<file path="src/rtl/present_decrypt.sv">
// rtl/present_decrypt.sv - iterative PRESENT-80 block decryptor with load/done handshake
//
// Purpose: decrypts one 64-bit block under an 80-bit user key. The key register
// is first walked forward to the last round key K32 (one update per clock), and
// the ciphertext is whitened with K32. Then one inverse round per clock is applied:
// inverse pLayer, inverse sLayer, XOR with the key obtained by undoing one
// schedule step.
//
// Ports:
//   clk          clock, all logic on posedge
//   rst          synchronous active-high reset
//   chip_enable  1 = run, 0 = freeze state (done/odat forced low)
//   load         start request, sampled in IDLE only
//   idat[63:0]   ciphertext, sampled with load
//   key[79:0]    user key K1, sampled with load
//   odat[63:0]   plaintext, valid while done=1, held until next load
//   done         one-cycle pulse marking odat valid
//   busy         high from the cycle after an accepted load through the done cycle

module present_decrypt #(
  parameter int unsigned ROUNDS = 31
) (
  input  logic        clk,
  input  logic        rst,
  input  logic        chip_enable,
  input  logic        load,
  input  logic [63:0] idat,
  input  logic [79:0] key,
  output logic [63:0] odat,
  output logic        done,
  output logic        busy
);

  typedef enum logic [1:0] {
    S_IDLE    = 2'd0,
    S_KEYEXP  = 2'd1,
    S_DECRYPT = 2'd2
  } state_e;

  localparam logic [4:0] LAST_ROUND = 5'(ROUNDS);

  state_e      state_q, state_d;
  logic [4:0]  round_q, round_d;
  logic [79:0] kreg_q,  kreg_d;
  logic [63:0] dreg_q,  dreg_d;
  logic [63:0] odat_q,  odat_d;
  logic        done_q,  done_d;

  // Forward schedule step f(kreg, round): rotl61, S on top nibble, round into [19:15].
  logic [79:0] krot_f;
  logic [79:0] key_fwd;
  logic [3:0]  kf_hi;

  assign krot_f = {kreg_q[18:0], kreg_q[79:19]};

  sbox u_key_sbox (
    .x_i (krot_f[79:76]),
    .y_o (kf_hi)
  );

  assign key_fwd = {kf_hi, krot_f[75:20], krot_f[19:15] ^ round_q, krot_f[14:0]};

  // Inverse schedule step g(kreg, round): undo the counter XOR and S, then rotr61.
  logic [79:0] kg_pre;
  logic [79:0] key_bwd;
  logic [3:0]  kg_hi;

  inv_sbox u_key_inv_sbox (
    .x_i (kreg_q[79:76]),
    .y_o (kg_hi)
  );

  assign kg_pre  = {kg_hi, kreg_q[75:20], kreg_q[19:15] ^ round_q, kreg_q[14:0]};
  assign key_bwd = {kg_pre[60:0], kg_pre[79:61]};

  // Inverse round datapath: P^-1, then S^-1 on each nibble, then add the recovered round key.
  logic [63:0] data_p;
  logic [63:0] data_s;
  logic [63:0] data_next;

  inv_pbox u_inv_pbox (
    .d_i (dreg_q),
    .d_o (data_p)
  );

  for (genvar n = 0; n < 16; n++) begin : g_inv_sbox
    inv_sbox u_inv_sbox (
      .x_i (data_p[4*n +: 4]),
      .y_o (data_s[4*n +: 4])
    );
  end

  assign data_next = data_s ^ key_bwd[79:16];

  always_ff @(posedge clk) begin
    if (rst) begin
      state_q <= S_IDLE;
      round_q <= '0;
      kreg_q  <= '0;
      dreg_q  <= '0;
      odat_q  <= '0;
      done_q  <= 1'b0;
    end else begin
      state_q <= state_d;
      round_q <= round_d;
      kreg_q  <= kreg_d;
      dreg_q  <= dreg_d;
      odat_q  <= odat_d;
      done_q  <= done_d;
    end
  end

  always_comb begin
    state_d = state_q;
    round_d = round_q;
    kreg_d  = kreg_q;
    dreg_d  = dreg_q;
    odat_d  = odat_q;
    done_d  = 1'b0;

    if (!chip_enable) begin
      // Frozen: datapath holds, but the output is blanked; a done lost here is gone.
      odat_d = '0;
    end else begin
      unique case (state_q)
        S_IDLE: begin
          if (load) begin
            dreg_d  = idat;
            kreg_d  = key;
            round_d = 5'd1;
            odat_d  = '0;
            state_d = S_KEYEXP;
          end
        end
        S_KEYEXP: begin
          kreg_d = key_fwd;
          if (round_q == LAST_ROUND) begin
            // key_fwd is K32 here: whiten the ciphertext and start unwinding from this round.
            dreg_d  = dreg_q ^ key_fwd[79:16];
            state_d = S_DECRYPT;
          end else begin
            round_d = round_q + 5'd1;
          end
        end
        S_DECRYPT: begin
          dreg_d  = data_next;
          kreg_d  = key_bwd;
          round_d = round_q - 5'd1;
          if (round_q == 5'd1) begin
            odat_d  = data_next;
            done_d  = 1'b1;
            state_d = S_IDLE;
          end
        end
        default: begin
          state_d = S_IDLE;
        end
      endcase
    end
  end

  assign odat = odat_q;
  assign done = done_q;
  // Kept high through the done cycle; done only occurs on the transition back to IDLE.
  assign busy = (state_q != S_IDLE) || done_q;

endmodule

// PRESENT 4-bit S-box.
module sbox (
  input  logic [3:0] x_i,
  output logic [3:0] y_o
);
  always_comb begin
    y_o = 4'h0;
    unique case (x_i)
      4'h0: y_o = 4'hC;
      4'h1: y_o = 4'h5;
      4'h2: y_o = 4'h6;
      4'h3: y_o = 4'hB;
      4'h4: y_o = 4'h9;
      4'h5: y_o = 4'h0;
      4'h6: y_o = 4'hA;
      4'h7: y_o = 4'hD;
      4'h8: y_o = 4'h3;
      4'h9: y_o = 4'hE;
      4'hA: y_o = 4'hF;
      4'hB: y_o = 4'h8;
      4'hC: y_o = 4'h4;
      4'hD: y_o = 4'h7;
      4'hE: y_o = 4'h1;
      4'hF: y_o = 4'h2;
      default: y_o = 4'h0;
    endcase
  end
endmodule

// PRESENT inverse 4-bit S-box.
module inv_sbox (
  input  logic [3:0] x_i,
  output logic [3:0] y_o
);
  always_comb begin
    y_o = 4'h0;
    unique case (x_i)
      4'h0: y_o = 4'h5;
      4'h1: y_o = 4'hE;
      4'h2: y_o = 4'hF;
      4'h3: y_o = 4'h8;
      4'h4: y_o = 4'hC;
      4'h5: y_o = 4'h1;
      4'h6: y_o = 4'h2;
      4'h7: y_o = 4'hD;
      4'h8: y_o = 4'hB;
      4'h9: y_o = 4'h4;
      4'hA: y_o = 4'h6;
      4'hB: y_o = 4'h3;
      4'hC: y_o = 4'h0;
      4'hD: y_o = 4'h7;
      4'hE: y_o = 4'h9;
      4'hF: y_o = 4'hA;
      default: y_o = 4'h0;
    endcase
  end
endmodule

// PRESENT inverse bit permutation: the forward layer sends bit i to (i%4)*16 + i/4,
// so output bit i is read back from that position.
module inv_pbox (
  input  logic [63:0] d_i,
  output logic [63:0] d_o
);
  for (genvar i = 0; i < 64; i++) begin : g_bit
    assign d_o[i] = d_i[(i % 4) * 16 + (i / 4)];
  end
endmodule

</file>
<file path="config.mk">
export PLATFORM = sky130hd
export DESIGN_NAME = present_decrypt
export DESIGN_NICKNAME = d
export VERILOG_FILES = /design/src/rtl/present_decrypt.sv
export SDC_FILE = /design/constraint.sdc
export NUM_CORES = 1
export LEC_CHECK = 0
export ABC_AREA = 1
export BUFFER_PORTS_ARGS = -buffer_cell sky130_fd_sc_hd__buf_4
export CAP_MARGIN = 20
export CORE_ASPECT_RATIO = 0.7
export CORE_MARGIN = 1.5
export CORE_UTILIZATION = 45
export DETAILED_ROUTE_END_ITERATION = 7
export PLACE_DENSITY = 0.74
export SYNTH_ARGS = -nofsm -noshare
export SYNTH_HDL_FRONTEND = slang
export SYNTH_SLANG_ARGS = --single-unit
</file>
<file path="constraint.sdc">
create_clock -name clk -period 7 [get_ports clk]
set_input_delay 2.1 -clock clk [delete_from_list [all_inputs] [get_ports clk]]
set_output_delay 2.1 -clock clk [all_outputs]
set_load 0.05 [all_outputs]
</file>
* Word-level counts from Yosys, hierarchy flattened
Memories as Yosys holds them, arrays and structs flattened. A register that Yosys moved wholly into a read port is not among the register bits.
Index checks and enable logic that the tools add are counted.
** Cells by class
- Add/subtract/negate cells :: 2
- Equality and inequality tests :: 8
- Muxes and demuxes :: 52
- Bitwise operators :: 6
- Reduce and logical (&&, ||, !) cells :: 12
** Operators with widths (count)
- 64-bit two-way mux :: 4
- 80-bit one-hot mux with 3 select lines :: 1
- 64-bit one-hot mux with 3 select lines :: 1
- 4-bit two-way mux :: 36
- 64-bit one-hot mux with 2 select lines :: 1
- 64-bit XOR :: 2
- 80-bit two-way mux :: 1
- 5-bit one-hot mux with 3 select lines :: 1
- 4-bit AND reduction :: 3
- 5-bit two-way mux :: 2
- 5-bit XOR :: 2
- 2-bit inequality test (second input constant) :: 4
- 2-bit two-way mux :: 3
- 2-bit one-hot mux with 3 select lines :: 1
- 3-bit AND reduction :: 2
- 5-bit by 1-bit adder with 5-bit output (second input constant) :: 1
- 5-bit by 1-bit == test with 1-bit output (second input constant) :: 1
- 5-bit == test (second input constant) :: 1
- 5-bit by 1-bit subtractor with 5-bit output (second input constant) :: 1
- 2-bit nonzero test :: 2
- 3-bit nonzero test :: 1
- 3-bit OR reduction :: 1
- 2-bit by 1-bit == test with 1-bit output (second input constant) :: 1
- 2-bit == test (second input constant) :: 1
- 5 further kinds :: 6
** Storage, ports and cells
- Register bits after elaboration :: 216
- Bits in read-only memories :: 1152
- Memories kept :: 18
** Memories
- (name not given) :: words 16, width 4, read ports 1, clocked after memory_dff 1, wr ports 0, RTL line 205 : unique case (x_i)
- (name not given) :: words 16, width 4, read ports 1, clocked after memory_dff 1, wr ports 0, RTL line 205
- (name not given) :: words 16, width 4, read ports 1, clocked after memory_dff 1, wr ports 0, RTL line 205
- (name not given) :: words 16, width 4, read ports 1, clocked after memory_dff 1, wr ports 0, RTL line 205
- (name not given) :: words 16, width 4, read ports 1, clocked after memory_dff 1, wr ports 0, RTL line 205
- (name not given) :: words 16, width 4, read ports 1, clocked after memory_dff 1, wr ports 0, RTL line 205
- 12 more memories

* Depth between registers and ports, before layout
Gate-level depths: netlist (run 1).
- Word-level depth :: 6
- Gate-level depth with buffers :: 22
- Depth with buffers taken out :: 20

* Hierarchy
Synthesis (run 1) repeated with hierarchy kept, for this count alone.
** Unflattened totals
- Cell total of the unflattened synthesis :: 2768
- Area total of the unflattened synthesis :: 16698.5 sq um
** Modules (own cells, without submodules)
- present_decrypt :: times used 1, cells each 1947, area each 12060.3 sq um, sequential area each 4324.1 sq um
- inv_sbox at g_inv_sbox[11].u_inv_sbox ... :: times used 12, cells each 42, area each 235.2 sq um, sequential area each 0.0 sq um
- inv_pbox :: times used 1, cells each 64, area each 480.5 sq um, sequential area each 0.0 sq um
- inv_sbox at g_inv_sbox[10].u_inv_sbox ... :: times used 2, cells each 42, area each 226.5 sq um, sequential area each 0.0 sq um
- inv_sbox at g_inv_sbox[0].u_inv_sbox ... :: times used 2, cells each 43, area each 220.2 sq um, sequential area each 0.0 sq um
- inv_sbox at g_inv_sbox[2].u_inv_sbox :: times used 1, cells each 42, area each 225.2 sq um, sequential area each 0.0 sq um
- sbox :: times used 1, cells each 41, area each 216.5 sq um, sequential area each 0.0 sq um

* Worst setup path after synthesis (run 1)
No wires, ideal clock.
- Kind :: input to register
- From :: in load
- To :: reg, netlist name g_inv_sbox[5].u_inv_sbox.y_o[0]
- Library setup time :: 0.112 ns
- Arrival :: 3.778 ns
- Setup slack :: 3.110 ns
- Stages :: 17
- Buffers on the path :: 2
- Cell sequence :: inv_1 -> nand2_1 -> nand2_2 -> nor2_4 -> nand2_4 -> buf_6 -> buf_6 -> nor2_1 -> a21oi_1 -> nor2_1 -> inv_1 -> ha_1 -> or2_2 -> nand2_1 -> nand2_1 -> nand2_1 -> nand2_1
** Between the ends
- Cells in the longest elaborated chain, start to end :: 4
** Ends and longest elaborated chain
- start, declared :: RTL line 26 : input logic load,
- 2-bit inequality test (no source line)
- 4-bit AND reduction (no source line)
- 4-bit two-way mux (no source line) (2 in a row)
Every way passes these cells.
A chain may end at the register's enable or synchronous reset.

* Final worst setup path (run 1)
- From :: in load
- To :: reg, netlist name g_inv_sbox[12].u_inv_sbox.y_o[0]
** Between the ends
- Cells in the longest elaborated chain, start to end :: 4
** Ends and longest elaborated chain
- 2-bit inequality test (no source line)
- 4-bit AND reduction (no source line)
- 4-bit two-way mux (no source line) (2 in a row)
Every way passes these cells.

==> impl_metrics.toml, run 1 <==
[status]
status = "complete, no violations"

[worst_setup_path]
start_kind = "input port"
cp-end-kind = "register"
criticalPathCategory = "input port to register"
crit_required_ps = 7500
worstPathArrival_ps = 5210
cp_max_fo = 49

[cts]
holdBufCountCts = 0
clkLatencyLatePin_ps = 610
clk_pin_slew_ps = 70
cts_root_buf = "clkbuf_16"
cts_tree = "built"
cts_num_sinks = 288
htree_levels = 1
cts_setup_buffers = 0
numCtsBuffers = 30
cts_resized = 0
cts_buffer_depth = 3

[pwr]
leakage_nw = 10.3
powerDensity_nw_per_um2 = 327
peakVddDrop_v = 0.000236

[global_routing]
grt_pass1_vias = 17300
use_met3 = 0.0794
met1_usage = 0.454
grt_use_met2 = 0.478
top_usage_layer = "met2"
grt_pass1_wl_um = 103000
grt_overflow = 0
grt_max_degree = 135
grt_use_total = 0.324
grt_antenna_before_repair = 2

[die]
rows = 61
start_util = 0.458
core_um2 = 39900
fp.dieArea_um2 = 41900
die_h_um = 172
die_w_um = 244
ios = 214

[synth]
ys_seq_elements = 288
netlist_area_um2 = 18300
seq_area_frac_synth = 0.315
yosysWarnings = 0
synthesis.nets = 3102
ys_types = 34
avgSynthCellArea_um2 = 6.45
syn_inst = 2837

[placed_design]
hpwl_um = 52400
port_buffers = 213
place_congestion = 1.01
dpl_cell_area_um2 = 20100
place_ws_ps = 1820

[drt]
antenna_left = 0
vias = 19400
viasPerCell = 5.51
drtPass1Iterations = 6
route.final.wire_length_um = 69300
wire_per_inst_um = 19.7
drc = 0
drt_iter0_drc = 2448

[worst_hold_path]
hold_path_class = "register to register"

[timing]
finalMaxSlewViolations = 0
fin_skew_ps = 42.7
finalSetupViolCount = 0
timing.final.crit_share = 0.672
hold_violations = 0
fin_ws_ps = 2290
timing.fmax_ghz = 0.212
worstMarginPinSlew_ps = 942
post-route-min-period_ps = 4710
rsz0062_at_grt = "no"
slew-limit-headroom = 0.372
hold_ws_ps = 467
timing.setup.tns_ps = 0

[layout]
final_net_count = 3227
area_growth_pct = 16.0
final_cell_area_um2 = 21200
multiInputGateArea_um2 = 10700
final_cell_mix = "nand2_1 (884), inv_1 (288), dfxtp_1 (288), nor2_1 (236), buf_4 (226)"
mostFrequentLayoutCell = "nand2_1"
nFillCells = 3881
drive_above_1_share = 0.143
seq_area_um2 = 5770

[job]
maxCapViolations = 0
==> sequential cells by signal, indices dropped and copies added, names as in the netlist <==
name / count
u_key_inv_sbox.y_o: 4
g_inv_sbox.u_inv_sbox.y_o: 64
done: 1
odat: 64
round_q: 5
kreg_q: 80
dreg_q: 64
state_q: 2
u_key_sbox.y_o: 4
==> layout make-up <==
class	instances	area share
diodes	2	0.000236
clock buffers	39	0.0398
clock inverters	17	0.0119
inverters	316	0.0564
multi-input cells	2095	0.503
flip-flops and latches	288	0.272
well taps	535	0.0316
repair buffers	231	0.0851
==> Yosys cell counts, drive strengths merged <==
cell      n  area, um2
nor2    244        948
a21oi   210       1230
o21ai   246       1240
dfxtp   288       5770
nand2   924       3600
nand3b    9       67.6
xor2      2       17.5
a211oi    9       67.6
inv     316       1190
nor3     13       85.1
buf      82        473
o22ai     6       37.5
o221ai   64        561
ha      117       1460
nand3   208       1050
o211ai    4       30.0
or2      38        238
clkbuf   56        210
a221oi    1       8.76
==> metrics by stage <==
step	power, mW	instances	utilization
floorplan	4.19	2837	-
global placement	4.97	3464	0.503
detailed placement	5.03	3464	0.503
CTS	6.84	3520	0.530
global route	7.31	3522	0.531
finish	6.93	3523	0.531
==> where the power goes <==
part	switching (mW)	total [mW]	internal (mW)
sequential	0.333	2.33	2.00
clock	0.748	1.82	1.07
combinational	1.91	2.78	0.866
total	2.99	6.93	3.93
==> routing by layer <==
layer / vias to the layer above / part of all wire
met4: 0 / 0.038
met2: 1031 / 0.41
met3: 126 / 0.12
li1: 9356 / -
met1: 8891 / 0.43
met5: - / 0
==> worst max-delay path, stage by stage <==
cell	delay [ps]
buf_4	110
inv_1	40
nand2_1	50
nand2_2	520
nor2_4	70
nand2_4	490
buf_4	430
nor2_1	70
a21oi_1	270
nor2_1	130
inv_1	200
ha_1	280
nand3b_1	210
nand3_1	120
nand2_1	60
==> path summary, 6_finish.rpt <==
path	from	to	slack [ps]	cells after the start
worst min register to register	odat[1]$_SDFFE_PP0P_	odat[1]$_SDFFE_PP0P_	470	2
worst max register to register	state_q[1]$_SDFFE_PP0P_	g_inv_sbox[12].u_inv_sbox.y_o[0]$_DFF_P_	2730	14
worst max-delay path	load	g_inv_sbox[12].u_inv_sbox.y_o[0]$_DFF_P_	2290	15
worst min-delay path	odat[1]$_SDFFE_PP0P_	odat[1]$_SDFFE_PP0P_	470	2
==> kinds of logic after synthesis <==
kind of cell	Yosys count	share of synthesized area
compound gates	540	0.174
buf+inv	454	0.102
fa+ha+maj	117	0.0801
simple gates	1436	0.327
flops	288	0.315
xor+xnor	2	0.000958
(Power assumes the default switching activity.)
==> run 2, diff against run 1 <==
--- a/config.mk
+++ b/config.mk
@@ -12,7 +12,7 @@
 export CORE_MARGIN = 1.5
 export CORE_UTILIZATION = 45
 export DETAILED_ROUTE_END_ITERATION = 7
-export PLACE_DENSITY = 0.74
+export PLACE_DENSITY = 0.77
 export SYNTH_ARGS = -nofsm -noshare
 export SYNTH_HDL_FRONTEND = slang
 export SYNTH_SLANG_ARGS = --single-unit
==> constraint.sdc (replaced) <==
create_clock -name clk -period 3.9 [get_ports clk]
set_input_delay 1.17 -clock clk [delete_from_list [all_inputs] [get_ports clk]]
set_output_delay 1.17 -clock clk [all_outputs]
set_load 0.05 [all_outputs]
==> run 2 against run 1 <==
Against the previous run:
- die area unchanged
- worst hold slack better by 16 ps
- routed wire length up 2.5%
- count of clock-buffer cells in the layout up 8
- global-route usage up 0.39 points
- total power up 81%
- non-clock buffer count up 22
- setup slack worse by 2100 ps
- first-iteration DRC count up 6.6%
- clock skew down 21 ps
- clock power up 78%
- utilization up 0.54 points
==> impl_metrics.toml, run 2 (synthesis results as in run 1) <==
[layout]
nFillCells = 3898
area_growth_pct = 17.2
largest_register_ffs = 80
final_net_count = 3250
mostFrequentLayoutCell = "nand2_1"
utilization = 0.537
regMostFlops = "kreg_q"
fin_cells = 3544
final_cell_area_um2 = 21400
drive_above_1_share = 0.149
final_cell_mix = "nand2_1 (884), inv_1 (288), dfxtp_1 (288), buf_4 (243), nor2_1 (236)"

[cts]
cts_setup_buffers = 0
cts_resized = 0
cts_num_sinks = 288
cts_buffer_depth = 3
cts_tree = "built"
clkLatencyLatePin_ps = 590
cts_root_buf = "clkbuf_16"
numCtsBuffers = 31
holdBufCountCts = 0
htree_levels = 1
clk_pin_slew_ps = 60

[placed_design]
hpwl_um = 54900
place_congestion = 1.03
dp_cells = 3487
dpl_cell_area_um2 = 20300
place_ws_ps = 342
port_buffers = 213

[pwr]
leakage_nw = 10.5
peakVddDrop_v = 0.000377
powerDensity_nw_per_um2 = 586
power.total_mw = 12.6

[drt]
vias = 19700
drt_iter0_drc = 2610
viasPerCell = 5.56
drc = 0
antenna_left = 0
route.final.wire_length_um = 71000
wire_per_inst_um = 20.0
drtPass1Iterations = 8

[worst_setup_path]
path_buf_inv = 3
criticalPathCategory = "register to register"
crit_top_cell = "nand2_1"
max_stage_delay_ps = 630
cp_max_fo = 13
crit_required_ps = 4430
path_cells = "inv_1 -> ha_1 -> inv_4 -> nand2_4 -> nand2_4 -> nor2_2 -> nor2_1 -> a21oi_1 -> nor2_1 -> inv_1 -> ha_1 -> nand3b_1 -> nand2_1 -> nand2_1 -> nand2_1"
cp_slowest_cell = "nor2_2"
cp-end-kind = "register"
start_kind = "register"
worstPathArrival_ps = 4240
path_delay_family = "simple AND/OR/NAND/NOR gates"

[job]
maxCapViolations = 0

[global_routing]
grt_pass1_vias = 17300
grt_use_met2 = 0.466
use_met3 = 0.0758
grt_antenna_before_repair = 1
met1_usage = 0.476
top_usage_layer = "met1"
grt_use_total = 0.328
grt_pass1_wl_um = 104000
grt_max_degree = 145
grt_overflow = 0

[timing]
rsz0062_at_grt = "no"
post-route-min-period_ps = 3710
hold_ws_ps = 483
hold_violations = 0
finalMaxSlewViolations = 0
worstMarginPinSlew_ps = 827
slew-limit-headroom = 0.448
timing.fmax_ghz = 0.270
finalSetupViolCount = 0
timing.final.crit_share = 0.951
fin_ws_ps = 193
fin_skew_ps = 22.2
timing.setup.tns_ps = 0

[die]
start_util = 0.458
core_um2 = 39900
ios = 214
die_h_um = 172
fp.dieArea_um2 = 41900
rows = 61
die_w_um = 244

[status]
status = "complete, no violations"

[worst_hold_path]
hold_path_class = "register to register"
## run 2: final timing paths
kind,cells after the start,startpoint,slack [ps],to
hold reg to reg,2,odat[0]$_SDFFE_PP0P_,480,odat[0]$_SDFFE_PP0P_
hold / removal,2,odat[0]$_SDFFE_PP0P_,480,odat[0]$_SDFFE_PP0P_
setup reg to reg,15,state_q[1]$_SDFFE_PP0P_,190,g_inv_sbox[12].u_inv_sbox.y_o[2]$_DFF_P_
setup / recovery,15,state_q[1]$_SDFFE_PP0P_,190,g_inv_sbox[12].u_inv_sbox.y_o[2]$_DFF_P_
## run 2: area by class of cell
cell class / count / area (um2) / area share
diodes: 1 / 2.50 / 0.000117
clock buffers: 47 / 946 / 0.0442
clock inverters: 9 / 150 / 0.00701
inverters: 316 / 1200 / 0.0558
multi-input cells: 2095 / 10700 / 0.498
flip-flops and latches: 288 / 5770 / 0.269
well taps: 535 / 669 / 0.0312
repair buffers: 253 / 2020 / 0.0945
## run 2: power breakdown
part           total, mW  leakage [nW]  internal (mW)  switching (mW)
registers           4.22          2.37           3.58           0.640
logic               5.09          7.55           1.61            3.48
clock network       3.24         0.536           1.92            1.32
## run 2: worst register-to-register path: cells and delay by family, from the launching register on
family / cells / cell delay, ps
compound gates: 1 / 360
fa+ha+maj: 2 / 890
flops: 1 / 330
simple gates: 9 / 1640
buf+inv: 3 / 420
## run 2: per-layer routing
metal  share of wire  wire length (um)  vias up
met3            0.12              8620      146
li1                -                 -     9384
met5               0                 0        -
met4           0.043              3040        0
met1            0.44             31400     9087
met2            0.39             27900     1103
